===== src/rtl/riscv_pkg.sv =====
// Shared encodings for the MEM stage: funct3 load/store sizes, FSM states and byte-enable patterns.
package riscv_pkg;

  localparam logic [2:0] F3_B  = 3'b000;
  localparam logic [2:0] F3_H  = 3'b001;
  localparam logic [2:0] F3_W  = 3'b010;
  localparam logic [2:0] F3_BU = 3'b100;
  localparam logic [2:0] F3_HU = 3'b101;

  localparam logic [3:0] BE_B   = 4'b0001;
  localparam logic [3:0] BE_HLO = 4'b0011;
  localparam logic [3:0] BE_HHI = 4'b1100;
  localparam logic [3:0] BE_W   = 4'b1111;

  typedef enum logic {
    IDLE = 1'b0,
    WAIT = 1'b1
  } state_t;

endpackage


===== src/rtl/lsu_align.sv =====
// Load/store formatting: store lane replication and byte enables, load extract/extend, misalign detect.
module lsu_align
  import riscv_pkg::*;
(
  input  logic        read,
  input  logic        write,
  input  logic [2:0]  funct3,
  input  logic [1:0]  offset,
  input  logic [31:0] store_src,
  input  logic [31:0] rdata,
  output logic [31:0] wdata,
  output logic [31:0] load_data,
  output logic [3:0]  be,
  output logic        misaligned
);

  logic [15:0] lane;

  // Low 16 bits of the read word after shifting the addressed byte down to bit 0.
  assign lane = 16'(rdata >> {offset, 3'b000});

  always_comb begin
    wdata      = store_src;
    load_data  = rdata;
    be         = BE_W;
    misaligned = 1'b0;
    case (funct3)
      F3_B, F3_BU: begin
        wdata     = {4{store_src[7:0]}};
        be        = BE_B << offset;
        load_data = funct3[2] ? {24'b0, lane[7:0]} : {{24{lane[7]}}, lane[7:0]};
      end
      F3_H, F3_HU: begin
        wdata      = {2{store_src[15:0]}};
        be         = offset[1] ? BE_HHI : BE_HLO;
        load_data  = funct3[2] ? {16'b0, lane} : {{16{lane[15]}}, lane};
        misaligned = offset[0];
      end
      F3_W: misaligned = (offset != 2'b00);
      default: misaligned = 1'b1;
    endcase
    // Unsigned variants exist only for loads.
    if (write && funct3[2]) misaligned = 1'b1;
    if (!(read || write)) misaligned = 1'b0;
  end

endmodule


===== src/rtl/mem_stage.sv =====
// MEM pipeline stage: data-memory handshake with wait/timeout, upstream stall,
// branch/jump redirect and the MEM/WB register.
module mem_stage
  import riscv_pkg::*;
#(
  parameter int unsigned TIMEOUT_CYCLES = 16,
  parameter int unsigned CNT_W          = 5
) (
  input  logic        clk,
  input  logic        reset,
  input  logic        Ctl_MemtoReg_in,
  input  logic        Ctl_RegWrite_in,
  input  logic        Ctl_MemRead_in,
  input  logic        Ctl_MemWrite_in,
  input  logic        Ctl_Branch_in,
  input  logic        jal_in,
  input  logic        jalr_in,
  input  logic        Zero_in,
  input  logic [4:0]  Rd_in,
  input  logic [2:0]  funct3_in,
  input  logic [31:0] ALUresult_in,
  input  logic [31:0] ReadData2_in,
  input  logic [31:0] PCimm_in,
  input  logic [31:0] PC_in,
  output logic        dmem_req,
  output logic        dmem_we,
  output logic [31:0] dmem_addr,
  output logic [31:0] dmem_wdata,
  output logic [3:0]  dmem_be,
  input  logic        dmem_ack,
  input  logic [31:0] dmem_rdata,
  output logic        stall_out,
  output logic        PCSrc_out,
  output logic        flush_out,
  output logic [31:0] PCtarget_out,
  output logic [31:0] mem_data_out,
  output logic        Ctl_MemtoReg_out,
  output logic        Ctl_RegWrite_out,
  output logic [4:0]  Rd_out,
  output logic [31:0] ReadData_out,
  output logic [31:0] ALUresult_out,
  output logic        misalign_out,
  output logic        bus_err_out
);

  state_t           state;
  logic [CNT_W-1:0] cnt;
  logic             access;
  logic             misaligned;
  logic             timeout;
  logic             bubble;
  logic [31:0]      load_data;

  lsu_align u_align (
    .read       (Ctl_MemRead_in),
    .write      (Ctl_MemWrite_in),
    .funct3     (funct3_in),
    .offset     (ALUresult_in[1:0]),
    .store_src  (ReadData2_in),
    .rdata      (dmem_rdata),
    .wdata      (dmem_wdata),
    .load_data  (load_data),
    .be         (dmem_be),
    .misaligned (misaligned)
  );

  assign access    = Ctl_MemRead_in | Ctl_MemWrite_in;
  assign dmem_addr = {ALUresult_in[31:2], 2'b00};
  assign dmem_we   = Ctl_MemWrite_in;

  // The cycle after a timeout still holds the abandoned access, so it must not re-request.
  assign dmem_req  = !reset && ((state == WAIT) || (access && !misaligned && !bus_err_out));
  assign stall_out = dmem_req & ~dmem_ack;
  assign timeout   = (state == WAIT) && !dmem_ack && (cnt == CNT_W'(TIMEOUT_CYCLES - 1));
  assign bubble    = stall_out | (access & misaligned) | bus_err_out;

  assign PCSrc_out    = (Ctl_Branch_in & Zero_in) | jal_in | jalr_in;
  assign flush_out    = PCSrc_out;
  assign PCtarget_out = jalr_in ? {ALUresult_in[31:1], 1'b0} : PCimm_in;
  assign mem_data_out = ALUresult_in;

  always_ff @(posedge clk or posedge reset) begin
    if (reset) begin
      state            <= IDLE;
      cnt              <= '0;
      misalign_out     <= 1'b0;
      bus_err_out      <= 1'b0;
      Ctl_MemtoReg_out <= 1'b0;
      Ctl_RegWrite_out <= 1'b0;
      Rd_out           <= '0;
      ReadData_out     <= '0;
      ALUresult_out    <= '0;
    end else begin
      misalign_out <= (state == IDLE) && access && misaligned;
      bus_err_out  <= timeout;
      case (state)
        IDLE: if (dmem_req && !dmem_ack) begin
          state <= WAIT;
          cnt   <= '0;
        end
        WAIT: begin
          if (dmem_ack || timeout) state <= IDLE;
          else cnt <= cnt + CNT_W'(1);
        end
        default: state <= IDLE;
      endcase
      Ctl_MemtoReg_out <= Ctl_MemtoReg_in & ~bubble;
      Ctl_RegWrite_out <= Ctl_RegWrite_in & ~bubble;
      if (!stall_out) begin
        Rd_out        <= Rd_in;
        ReadData_out  <= load_data;
        ALUresult_out <= (jal_in | jalr_in) ? PC_in + 32'd4 : ALUresult_in;
      end
    end
  end

endmodule


===== config.mk =====
export PLATFORM = sky130hd
export DESIGN_NAME = mem_stage
export DESIGN_NICKNAME = d
export VERILOG_FILES = /design/src/rtl/riscv_pkg.sv /design/src/rtl/lsu_align.sv /design/src/rtl/mem_stage.sv
export SDC_FILE = /design/constraint.sdc
export NUM_CORES = 1
export LEC_CHECK = 0
export ABC_AREA = 0
export BUFFER_PORTS_ARGS = -buffer_cell sky130_fd_sc_hd__buf_2
export CORE_AREA = 2 2 152 154
export CTS_CLUSTER_DIAMETER = 40
export DETAILED_ROUTE_END_ITERATION = 16
export DIE_AREA = 0 0 154 156
export GPL_ROUTABILITY_DRIVEN = 0
export PLACE_DENSITY = 0.66
export SLEW_MARGIN = 20
export SYNTH_ARGS = -nofsm -noshare
export SYNTH_HDL_FRONTEND = slang
export SYNTH_SLANG_ARGS = --single-unit

===== constraint.sdc =====
create_clock -name clk -period 4.29 [get_ports clk]
set_clock_uncertainty 0.2 [all_clocks]
set_input_delay 0.429 -clock clk [delete_from_list [all_inputs] [get_ports clk]]
set_output_delay 0.429 -clock clk [all_outputs]
set_load 0.01 [all_outputs]

### After elaboration in Yosys (flattened, before gate mapping)

Cells that the tools add are included.

* bits of input ports: 179
* bits in writable memories: 0
* memories: 0
* bits in registers: 79
* logic and storage cells: 72
* latch bits: 0
* output and inout bits: 210
* ROM bits: 0

* div/mod/pow operators: 0
* muxes and demuxes: 17
* $mul: 0
* magnitude comparators: 0
* add/sub/neg operators: 2
* eq/ne operators: 7
* reduce and logical (&&, ||, !) cells: 21
* shift operators: 2
* bitwise gates (word level): 14

Operator list (count)
* 2-to-1 mux 32 bit: 4
* case mux 32 bit (2 select lines): 2
* adder 32 x 3 -> 32 bit (second input constant): 1
* right shift 32 x 5 -> 16 bit: 1
* 2-to-1 mux 5 bit: 2
* case mux 5 bit (2 select lines): 1
* logical AND 1 bit: 9
* case mux 4 bit (2 select lines): 1
* equality test 3 bit (second input constant): 2
* bitwise OR 1 bit: 6
* adder 5 x 1 -> 5 bit (second input constant): 1
* bitwise AND 1 bit: 5
* equality test 5 x 4 -> 1 bit (second input constant): 1
* logical NOT 1 bit: 4
* 2-to-1 mux 1 bit: 4
* 2-to-1 mux 4 bit: 1
* OR reduction 2 bit: 2
* << shifter 1 x 2 -> 4 bit (first input constant): 1
* equality test 3 x 1 -> 1 bit (second input constant): 1
* equality test 3 x 2 -> 1 bit (second input constant): 1
* logical NOT 3 bit: 1
* logical OR 1 bit: 3
* inverter 1 bit: 3
* case mux 1 bit (3 select lines): 1
* 5 further kinds: 5

### Longest topological paths before layout

Gate-level depths: netlist (run 1).

* depth after elaboration: 15
* mapped depth: 9
* depth with buffers taken out: 7

### By module

A second synthesis (run 1) with hierarchy kept.

* cell total of the unflattened synthesis: 765
* area, all modules: 6128.4 µm²

By module, submodules not included
* mem_stage: seq. area each 1976.9 µm², cells an instance 563, area each 4815.9 µm², instances 1
* lsu_align: seq. area each 0.0 µm², cells an instance 202, area each 1312.5 µm², instances 1

### Worst setup path after synthesis (run 1)

No wires, ideal clock.

* path kind: input -> output
* start: input ALUresult_in[1]
* end: output stall_out
* buffers on the path: 3
* data required time: 3.661 ns
* stages on the path: 7
* arrival: 1.532 ns
* path slack: 2.129 ns
* cells stage by stage: clkbuf_1 -> nor4_2 -> or3_1 -> nand2_1 -> inv_2 -> buf_4 -> buf_2

* cells in the longest elaborated chain, start to end: 10

RTL lines
* from (decl): line mem_stage.sv:21 `input logic [31:0] ALUresult_in,`
* nonzero test 2 bit: line lsu_align.sv:39 `F3_W: misaligned = (offset != 2'b00);`
* case mux 1 bit (3 select lines): line lsu_align.sv:27 `case (funct3)`
* 2-to-1 mux 1 bit: line lsu_align.sv:43 `if (write && funct3[2]) misaligned = 1'b1;`
* 2-to-1 mux 1 bit: line lsu_align.sv:44 `if (!(read || write)) misaligned = 1'b0;`
* logical NOT 1 bit: line mem_stage.sv:72 `assign dmem_req = !reset && ((state == WAIT) || (access && !misaligned && !bus_err_out));`
* logical AND 1 bit (2 in series): line mem_stage.sv:72
* logical OR 1 bit: line mem_stage.sv:72
* logical AND 1 bit: line mem_stage.sv:72
* bitwise AND 1 bit: line mem_stage.sv:73 `assign stall_out = dmem_req & ~dmem_ack;`
* to (decl): line mem_stage.sv:32 `output logic stall_out,`

No other way between the ends.

### Worst setup path after layout (run 1)

* start: register state
* end: output stall_out

* cells in the longest elaborated chain, start to end: 3

RTL lines
* from (decl): line mem_stage.sv:46 `state_t state;`
* from (signal assigned): line mem_stage.sv:84 `state <= IDLE;`
* from (signal assigned): line mem_stage.sv:98 `state <= WAIT;`
* from (signal assigned): line mem_stage.sv:102 `if (dmem_ack || timeout) state <= IDLE;`
* logical OR 1 bit: line mem_stage.sv:72
* logical AND 1 bit: line mem_stage.sv:72
* bitwise AND 1 bit: line mem_stage.sv:73

No other way between the ends.

==> results.yml, run 1 <==
run_status:
  status: "complete, no violations"
cts:
  cts_resized: 0
  root_buffer: "clkbuf_16"
  post-cts-setup-buffer-count: 0
  insertion_delay_ns: 0.34
  cts_tree: "done"
  cts-htree-levels: 3
  cts_sinks: 79
  ctsHoldBuffers: 0
  clockBufferDepth: 2
  clk_pin_slew_worst_paths_ns: 0.06
  numCtsBuffers: 9
critical_path:
  path_max_fanout: 57
  r2r-start: "state$_DFF_PP0_"
  critPathMaxStageDelay_ns: 0.48
  arrival_ns: 2.35
  worstSetupStartpoint: "state$_DFF_PP0_"
  criticalPathCategory: "reg2out"
  cpLargestDelayFamily: "buffers and inverters"
  cp-start-kind: "register"
  ff2ff_setup_slack_ns: 1.86
  crit_required_ns: 3.66
  crit_path_end_kind: "primary output"
  crit_chain: "inv_1, a211oi_1, nand2_4, inv_2, buf_4, buf_2"
  cp_num_buf_inv: 4
  slowest_stage: "dfrtp_1"
place:
  portBuffers: 386
  post-dp-hpwl_mm: 18.30
  placedCellCount: 1280
floorplanning:
  ios: 389
  start_util_pct: 27.08
  rows: 55
  die_area_mm2: 0.02402
  core_mm2: 0.02237
  die_w_um: 154
  die_h_um: 156
yosys:
  syn_area_mm2: 0.006057
  synthArstFlopShare_pct: 100.0
  synth_edf_count: 0
  synthTopCellsByArea: "dfrtp_1, buf_4, mux2_2, nand2_1, nor2_1"
  ys_seq_elements: 79
  yosysWarnings: 0
  synth.avg_cell_area_um2: 8.424
  synthTopCellsByCount: "nand2_1, buf_4, dfrtp_1, nor2_1, mux2_2"
  yosys.area.top_type: "dfrtp_1"
  seq_area_frac_synth_pct: 32.64
  synth-main-ff-cell: "dfrtp_1"
  synth.most_common_cell: "nand2_1"
  synthDistinctLibCells: 59
  synth.top_cell.area_share_pct: 32.64
  syn_inst: 719
pwr:
  power.leakage_nw: 3.931
  fin_total_pwr_mw: 2.465
  p_per_area_mw_per_mm2: 309.7
  ir_worst_vdd_uv: 144.1
global_route:
  globalRouteOverflowTotal: 0
  grtUsageTotal_pct: 18.38
  antenna_found_initial: 3
  grt_start_max_net_pins: 83
  grt_pass1_wl_mm: 33.86
  grt_pass1_vias: 5895
detailed_routing:
  wirelength_mm: 23.21
  drt_iter0_drc: 317
  dr.pass1.iters: 6
  via_per_inst: 4.915
  drc: 0
  routedWlPerCell_um: 17.88
  routed-via-count: 6380
  route.antenna.remaining_nets: 0
sta:
  worst_pin_slew_ns: 1.107
  drv_slew: 0
  hold_viol: 0
  min_period_ns: 2.977
  rsz0062_at_grt: "false"
  slew_headroom_pct: 25.95
  min_period_over_period_pct: 69.40
  setup_viol: 0
  fmax_mhz: 335.9
  tns_ns: 0
finish:
  fin_cells: 1298
  fill_cells: 2355
  seq_area_mm2: 0.001977
  multi_input_area_mm2: 0.003246
  finalNetCount: 1188
  final_layout_size_suffix_gt1_share_pct: 47.33
  area_delta_synth_final_pct: 31.44
job:
  cap_violations: 0
hold_path:
  worstHoldPathType: "in2async"
==> final cells by class <==
cell class	instances	share of cell area [%]
inverters	18	0.8644
flip-flops and latches	79	24.83
well taps	285	4.479
diodes	3	0.09430
multi-input cells	504	40.77
repair buffers	394	25.02
clock buffers	12	3.096
clock inverters	3	0.8487
==> through the flow <==
stage / utilization, % / instance area [um^2] / hold slack, ns / worst slack [ns]
finish: 35.60 / 7961 / 0.05456 / 1.313
global route: 35.59 / 7959 / 0.07464 / 1.208
CTS: 35.56 / 7954 / 0.06655 / 1.315
detailed placement: 34.16 / 7640 / 0.2508 / 1.373
global placement: 34.16 / 7640 / 0.2456 / 1.407
floorplan: - / 6061 / 0.2778 / 1.638
==> sequential cells by signal (all words and copies together) (netlist names) <==
| register | count |
|---|---|
| ALUresult_out | 32 |
| Ctl_MemtoReg_out | 1 |
| Ctl_RegWrite_out | 1 |
| Rd_out | 5 |
| ReadData_out | 32 |
| bus_err_out | 1 |
| cnt | 5 |
| misalign_out | 1 |
| state | 1 |
==> logic make-up (layout without fill, tap and decap cells) <==
group | after synthesis | count (layout) | share of synthesized area [%]
simple gates | 244 | 244 | 19.23
compound gates | 160 | 160 | 17.04
buf+inv | 137 | 427 | 13.96
flops | 79 | 79 | 32.64
mux | 72 | 72 | 13.12
xor+xnor | 23 | 23 | 3.326
fa+ha+maj | 3 | 3 | 0.6198
other cells | 1 | 5 | 0.06191
==> metal layers <==
layer  share of wire [%]  track usage [%]  vias to the layer above  routed length (um)
met5                   0                0                        -                   0
met4                 2.6            6.720                        0                 599
met3                 8.2            5.333                       34                1909
met2                  50            32.48                      314               11700
met1                  39            21.12                     3012                8997
li1                    -                -                     3020                   -
==> worst reg2reg max path, delay by kind of cell (launching register included) <==
kind                   cells  cell delay, ns
flip-flops                 1            0.47
AO/OA/AOI/OAI              1            0.18
buffers and inverters      1            0.04
AND/OR/NAND/NOR            3            1.36
==> final timing paths <==
| check | to | cells after the start |
|---|---|---|
| min in group clk | Rd_out[2]$_DFFE_PP0N_ | 3 |
| max in group asynchronous | ALUresult_out[7]$_DFFE_PP0N_ | 3 |
| setup / recovery | stall_out | 6 |
| hold / removal | cnt[4]$_DFFE_PP0P_ | 2 |
| setup reg to reg | ALUresult_out[27]$_DFFE_PP0N_ | 5 |
| hold reg to reg | ALUresult_out[5]$_DFFE_PP0N_ | 2 |
==> power by group <==
group | switching, mW | internal (mW)
Combinational | 0.409 | 0.307
Sequential | 0.0589 | 0.836
Clock | 0.330 | 0.524
==> cell usage in the layout (no fill, tap or decap), types with 7 or more instances in the layout <==
cell type,netlist,layout
buf_2,13,386
nor3_1,20,20
xor2_1,18,18
buf_4,80,8
nand2_1,90,89
dfrtp_1,79,79
o22ai_1,7,7
mux2i_1,22,22
inv_1,17,16
nand3_1,11,11
o21a_1,7,7
a31oi_1,29,29
nand4_1,11,11
nor2_1,72,72
or3_1,7,7
o21bai_1,9,9
a2bb2oi_1,7,7
o21ai_0,46,46
mux2_2,49,49
nor2b_1,9,9
clkbuf_16,0,9
a21oi_1,19,19
a211oi_1,9,9
No activity file was read; power rests on OpenSTA's default activity.
==> run 2: changes to the inputs <==
==> constraint.sdc (replaced) <==
create_clock -name clk -period 2.75 [get_ports clk]
set_clock_uncertainty 0.2 [all_clocks]
set_input_delay 0.275 -clock clk [delete_from_list [all_inputs] [get_ports clk]]
set_output_delay 0.275 -clock clk [all_outputs]
set_load 0.01 [all_outputs]
==> run 2 against run 1 <==
Global-route usage increased by 0.31 points. Largest power group unchanged. Worst setup slack worse by 1.1 ns. Largest cell class unchanged. Wire length up 2.1%.
==> results.yml, run 2 (same netlist as run 1, synthesis figures left out) <==
finish:
  final_layout_size_suffix_gt1_share_pct: 47.09
  final_cell_mix: "buf_2, nand2_1, dfrtp_1, nor2_1, mux2_2"
  finalNetCount: 1207
  area_delta_synth_final_pct: 35.03
  fill_cells: 2306
  largestRegisters: "ALUresult_out: 32 flops, ReadData_out: 32 flops"
  mostFrequentLayoutCell: "buf_2"
global_route:
  grt_pass1_vias: 6126
  antenna_found_initial: 4
  grtUsageTotal_pct: 18.69
  grt_pass1_wl_mm: 34.60
  grt_start_max_net_pins: 83
  globalRouteOverflowTotal: 0
critical_path:
  r2r-start: "state$_DFF_PP0_"
  cp-start-kind: "register"
  cpLargestDelayFamily: "compound AO/OA/AOI/OAI gates"
  arrival_ns: 2.05
  crit_chain: "o21bai_1, a211oi_1, nand2_4, inv_2, buf_12, buf_2"
  reg2reg_to: "ALUresult_out[26]$_DFFE_PP0N_"
  crit_cells: 6
  crit_required_ns: 2.28
  slowest_stage: "dfrtp_1"
  criticalPathCategory: "reg2out"
  cp-endpoint: "stall_out"
  critPathMaxStageDelay_ns: 0.44
  path_max_fanout: 57
  cp_num_buf_inv: 3
  worstSetupStartpoint: "bus_err_out$_DFF_PP0_"
  crit_path_end_kind: "primary output"
  worst_r2r_path_depth: 5
  ff2ff_setup_slack_ns: 0.33
hold_path:
  worstHoldPathType: "in2reg"
  holdPathStages: 3
pwr:
  p_switching_mw: 1.257
  intPower_mw: 2.534
  swShare_pct: 33.16
  ir_worst_vdd_uv: 237.9
  seq_power_share_pct: 36.7
  p_per_area_mw_per_mm2: 463.5
  power.leakage_nw: 4.027
  pwr-share-clk_pct: 32.8
  p_comb_share_pct: 30.4
floorplanning:
  start_util_pct: 27.08
  die_w_um: 154
  core_mm2: 0.02237
  die_h_um: 156
  ios: 389
  rows: 55
  die_area_mm2: 0.02402
run_status:
  status: "complete, no violations"
cts:
  clockBufferDepth: 2
  insertion_delay_ns: 0.34
  cts_tree: "done"
  cts_sinks: 79
  cts-htree-levels: 3
  root_buffer: "clkbuf_16"
  numCtsBuffers: 9
  post-cts-setup-buffer-count: 0
  clk_pin_slew_worst_paths_ns: 0.07
detailed_routing:
  routedWlPerCell_um: 17.96
  drc: 0
  drt_iter0_drc: 361
  routed-via-count: 6414
  dr.pass1.iters: 5
  wirelength_mm: 23.69
  via_per_inst: 4.863
  route.antenna.remaining_nets: 0
job:
  cap_violations: 0
sta:
  drv_slew: 0
  slew_headroom_pct: 28.36
  setup_viol: 0
  layout_setup_ws_ns: 0.2218
  fmax_mhz: 395.5
  worst_pin_slew_ns: 1.071
  min_period_ns: 2.528
  hold_viol: 0
  rsz0062_at_grt: "false"
  tns_ns: 0
  min_period_over_period_pct: 91.93
place:
  place_ws_ns: 0.3276
  post-dp-hpwl_mm: 18.28
  portBuffers: 386
## run 2: cell types whose count changed in the layout (fill, tap and decap cells not counted), sizes merged, moves of 2 or more
cell         change
buf              +4
clkbuf           -2
clkinv           +3
dlygate4sd3     +15
## run 2: tightest hold or removal path: cells and delay by family
| family | cells | cell delay (ns) |
|---|---|---|
| buffers and inverters | 1 | 0.12 |
| AO/OA/AOI/OAI | 1 | 0.07 |
| AND/OR/NAND/NOR | 1 | 0.05 |
## run 2: cell type report
class                           count  area, um^2  area share, %
Timing Repair Buffer              413        2222          27.17
Tap cell                          285       356.6          4.360
Inverter                           18       68.82         0.8414
Multi-Input combinational cell    504        3246          39.68
Antenna cell                        4       10.01         0.1224
Clock inverter                      6       60.06         0.7343
Clock buffer                       10       239.0          2.922
Sequential cell                    79        1977          24.17
## run 2: metal layers
layer  up-vias  wire, um  track usage (%)
met5         -         0                0
li1       3063         -                -
met3        30      1761            4.889
met1      3025      9469            21.77
met2       296     11810            32.71
met4         0       647            7.566
## run 2: how the worst min path moves through the flow
stage	start	endpoint	slack, ns
CTS	ALUresult_in[3]	ALUresult_out[3]$_DFFE_PP0N_	0.004
global placement	reset	misalign_out$_DFF_PP0_	0.18
floorplan	dmem_ack	state$_DFF_PP0_	0.14
finish	dmem_rdata[30]	ReadData_out[30]$_DFFE_PP0N_	0.02
global route	dmem_rdata[30]	ReadData_out[30]$_DFFE_PP0N_	0.03
detailed placement	reset	misalign_out$_DFF_PP0_	0.19
## run 2: repair_timing
action	CTS	global route
hold endpoints to repair	46	0
resized for setup	0	0
hold buffers	15	0
## run 2: metrics by stage
stage / hold WS, ns / util, % / std cells / instance area (um^2) / power [mW]
floorplan: 0.1405 / - / 720 / 6061 / 2.055
global placement: 0.1834 / 34.52 / 1284 / 7720 / 2.534
detailed placement: 0.1928 / 34.52 / 1284 / 7720 / 2.554
CTS: 0.003689 / 36.53 / 1315 / 8169 / 3.848
global route: 0.02519 / 36.57 / 1319 / 8179 / 4.011
finish: 0.01991 / 36.57 / 1319 / 8179 / 3.791
## run 2: power groups by stage
stage | logic [mW] | clock network, mW | registers (mW)
2_1_floorplan | 0.594 | 0 | 1.46
3_3_place_gp | 1.13 | 0 | 1.41
3_5_place_dp | 1.14 | 0 | 1.41
4_1_cts | 1.16 | 1.29 | 1.39
5_1_grt | 1.26 | 1.34 | 1.41
6_report | 1.15 | 1.24 | 1.39
